### src/rtl/serial_adder_ctrl.sv
// serial_adder_ctrl: bit-serial adder that reuses one full-adder slice over WIDTH cycles.
module serial_adder_ctrl #(
  parameter int WIDTH = 8
) (
  input  logic             clk,
  input  logic             rst_n,
  input  logic             start,
  input  logic [WIDTH-1:0] a,
  input  logic [WIDTH-1:0] b,
  input  logic             cin,
  output logic             busy,
  output logic             done,
  output logic [WIDTH-1:0] sum,
  output logic             cout
);
  localparam int CW = $clog2(WIDTH + 1);
  typedef enum logic [1:0] {IDLE, ADD, DONE} state_t;
  state_t state, state_n;
  logic [WIDTH-1:0] ra, rb, rs, rs_n;
  logic [CW-1:0] cnt;
  logic c, p, g1, s, g2, carry_n, last, load;
  // full adder slice from two half adders
  assign p = ra[0] ^ rb[0];
  assign g1 = ra[0] & rb[0];
  assign s = p ^ c;
  assign g2 = p & c;
  assign carry_n = g1 | g2;
  assign rs_n = (rs >> 1) | (WIDTH'(s) << (WIDTH - 1));
  assign last = cnt == CW'(WIDTH - 1);
  assign load = start && (state == IDLE || state == DONE);
  assign busy = state == ADD;
  assign done = state == DONE;
  always_comb begin
    state_n = state;
    state_n = load ? ADD : (state == ADD ? (last ? DONE : ADD) : IDLE);
  end
  always_ff @(posedge clk or negedge rst_n) begin
    if (!rst_n) begin
      state <= IDLE;
      ra <= '0;
      rb <= '0;
      rs <= '0;
      c <= 1'b0;
      cnt <= '0;
      sum <= '0;
      cout <= 1'b0;
    end else begin
      state <= state_n;
      if (load) begin
        ra <= a;
        rb <= b;
        c <= cin;
        cnt <= '0;
        rs <= '0;
      end else if (state == ADD) begin
        ra <= ra >> 1;
        rb <= rb >> 1;
        rs <= rs_n;
        c <= carry_n;
        cnt <= cnt + 1'b1;
        if (last) begin
          sum <= rs_n;
          cout <= carry_n;
        end
      end
    end
  end
endmodule
### config.mk
export PLATFORM = sky130hd
export DESIGN_NAME = serial_adder_ctrl
export DESIGN_NICKNAME = d
export VERILOG_FILES = /design/src/rtl/serial_adder_ctrl.sv
export SDC_FILE = /design/constraint.sdc
export NUM_CORES = 1
export LEC_CHECK = 0
export CORE_AREA = 3 3 62 78
export CTS_CLUSTER_DIAMETER = 50
export DETAILED_ROUTE_END_ITERATION = 10
export DIE_AREA = 0 0 65 81
export PLACE_DENSITY_LB_ADDON = 0.1
export SYNTH_ARGS = -nofsm -noshare
export SYNTH_HDL_FRONTEND = slang
export SYNTH_SLANG_ARGS = --single-unit
### constraint.sdc
create_clock -name clk -period 3.29 [get_ports clk]
set_clock_uncertainty 0.2 [all_clocks]
set_input_delay 0.4935 -clock clk [delete_from_list [all_inputs] [get_ports clk]]
set_output_delay 0.4935 -clock clk [all_outputs]
set_load 0.05 [all_outputs]
==> out/qor.yml <==
tritoncts: "yes"
internal_power_mw: 1.40
finalHoldViolCount: 0
drt_first_pass_iters: 5
wirelength_um: 3200
antenna_found_initial: 0
die_w_um: 65
combPwrFrac_pct: 42.4
status: "completed"
final_cells: 232
async_flop_share_pct: 100
p_leak_nw: 0.928
maxCapViolations: 0
num_rows: 26
synthesis.nets: 168
max_freq_mhz: 399
layout.nets: 197
yosys_warnings: 0
clk_pin_slew_worst_paths_ns: 0.07
hold_slack_ns: 0.117
die_y_um: 81
root_buffer: "clkbuf_8"
h-tree-depth: 2
drc: 0
rr_startpoint: "state[0]"
drive_gt1_share_pct: 14.8
grt.total_usage_pct: 13.8
cts_buffers: 5
vias_per_cell: 4.87
dieArea_sq_um: 5270
drv_slew: 0
critPathLaunch: "state[1]"
min_period_over_period_pct: 76.1
p_sw_share_pct: 38.4
power.switching_uw: 873
rsz0062_at_grt: "false"
ant_nets: 0
start_util_pct: 39.8
rr_endpoint: "rb[1]"
regToRegSetupSlack_ns: 1.47
critPathLaunchType: "flop"
critPathArrivalTime_ns: 1.81
insertion_delay_ns: 0.28
grt_max_degree: 40
cts_resized: 0
setup_tns_ns: 0
wl_per_cell_um: 13.8
grt_pass1_vias: 1161
fill_cells: 394
crit_type: "reg -> out"
coreArea_sq_um: 4130
vias: 1129
register_area_sq_um: 976
ys_seq_elements: 39
synth_top_flop_cell: "dfrtp_1"
netlist_area_sq_um: 1640
dp_hpwl_um: 2030
clkPwrFrac_pct: 20.5
ir_drop_v: 0.000498
cp.required_ns: 2.60
worst_setup_path_end_kind: "output port"
area_growth_pct: 27.6
pin_count: 31
port_buffers: 30
diodes: 0
setup_viol: 0
multi_input_area_sq_um: 613
grt_pass1_wl_um: 5540
finalCriticalPeriod_ns: 2.50
dp_cells: 224
gp_congestion: 0.737
yosysSeqAreaShare_pct: 59.4
holdBufCountCts: 0
drt_iter0_drc: 132
clock_path_buffers: 2
synth_area_per_cell_sq_um: 11.3
p_seq_share_pct: 37.1
endpoint: "busy"
grt_overflow: 0
p_per_area_nw_per_um2: 1080
cts.sinks: 39
critPathMaxFanout: 20
post_cts_buffers: 0
synth_cells: 146
relSlewSlack_pct: 31.2
synth-edff-count: 0
rr_worst_depth: 3
yosysUniqueCellTypes: 26
hp-class: "in -> async"
worstMarginPinSlew_ns: 1.03
-- cells by family (layout without fill, tap and decap cells) --
kind of cell	count (synthesis)	after routing	synth area share, %
adder cells (fa/ha/maj)	2	2	1.98
flip-flops	39	39	59.4
multiplexers	12	12	8.07
buffers and inverters	10	40	3.35
AND/OR/NAND/NOR	56	56	15.5
AO/OA/AOI/OAI	27	27	11.7
-- state kept, by name, indices dropped and copies added, names as in the netlist --
| register | flops |
|---|---|
| rs | 7 |
| cnt | 4 |
| rb | 8 |
| c | 1 |
| cout | 1 |
| state | 2 |
| sum | 8 |
| ra | 8 |
-- layout make-up --
cell class	count	share of cell area, %
Inverter	1	0.179
Sequential cell	39	46.5
Clock buffer	6	3.46
Clock inverter	2	2.86
Multi-Input combinational cell	97	29.2
Tap cell	56	3.34
Timing Repair Buffer	31	14.4
-- critical path: stages, from the launching register on --
cell and delay [ns]:
dfrtp_1 0.38, nand2b_4 0.25, inv_2 0.10, clkdlybuf4s50_1 0.80
-- cells in the mapped netlist, types with 2 or more instances --
| library cell | n | area [sq um] |
|---|---|---|
| o21ai_0 | 2 | 10.0 |
| a31oi_1 | 12 | 75.1 |
| mux2_2 | 10 | 113 |
| clkbuf_1 | 4 | 15.0 |
| nor2_1 | 12 | 45.0 |
| and2b_2 | 2 | 17.5 |
| buf_4 | 2 | 15.0 |
| nand2_1 | 33 | 124 |
| a22o_1 | 8 | 70.1 |
| a22oi_1 | 3 | 22.5 |
| nand3_1 | 4 | 20.0 |
| mux2i_1 | 2 | 20.0 |
| dfrtp_1 | 39 | 976 |
-- power groups by stage --
| stage | Sequential [mW] | Clock, mW | Combinational, mW |
|---|---|---|---|
| final | 0.844 | 0.466 | 0.965 |
| after detailed placement | 0.852 | 0 | 0.974 |
| after CTS | 0.845 | 0.482 | 0.983 |
| after floorplan | 1.01 | 0 | 0.556 |
| after global placement | 0.849 | 0 | 0.958 |
| after global routing | 0.872 | 0.498 | 1.06 |
-- layer usage --
layer  track usage, %  vias up  part of all wire (%)
met4             5.07        0                  0.69
li1                 -      561                     -
met1             17.2      536                    46
met3             4.70        2                   5.2
met5                0        -                     0
met2             22.2       30                    48
-- metrics by stage --
stage	total power, mW	utilization (%)	area [sq um]	worst slack, ns
5_1_grt	2.43	50.8	2100	0.690
3_3_place_gp	1.81	47.6	1970	1.08
3_5_place_dp	1.83	47.6	1970	1.03
2_1_floorplan	1.56	-	1640	1.61
6_report	2.27	50.8	2100	0.786
4_1_cts	2.31	50.8	2100	0.752
-- placed cells by master (no fill, tap or decap), types with 3 or more instances in the layout --
master | netlist | final
dfrtp_1 | 39 | 39
nand2_1 | 33 | 33
clkdlybuf4s50_1 | 0 | 29
nor2_1 | 12 | 12
a31oi_1 | 12 | 12
mux2_2 | 10 | 10
a22o_1 | 8 | 8
clkbuf_8 | 0 | 5
nand3_1 | 4 | 4
a22oi_1 | 3 | 3
-- worst min path at each step --
| stage | start | endpoint | slack, ns | cells past startpoint |
|---|---|---|---|---|
| 2_1_floorplan | rst_n | c | -0.002 | 0 |
| 3_3_place_gp | rs[1] | rs[1] | 0.28 | 1 |
| 3_5_place_dp | rs[1] | rs[1] | 0.28 | 1 |
| 4_1_cts | rst_n | rb[7] | 0.15 | 1 |
| 5_1_grt | rst_n | cout | 0.18 | 1 |
| 6_report | rst_n | rb[5] | 0.12 | 1 |
Power figures use the tool's default switching activity.
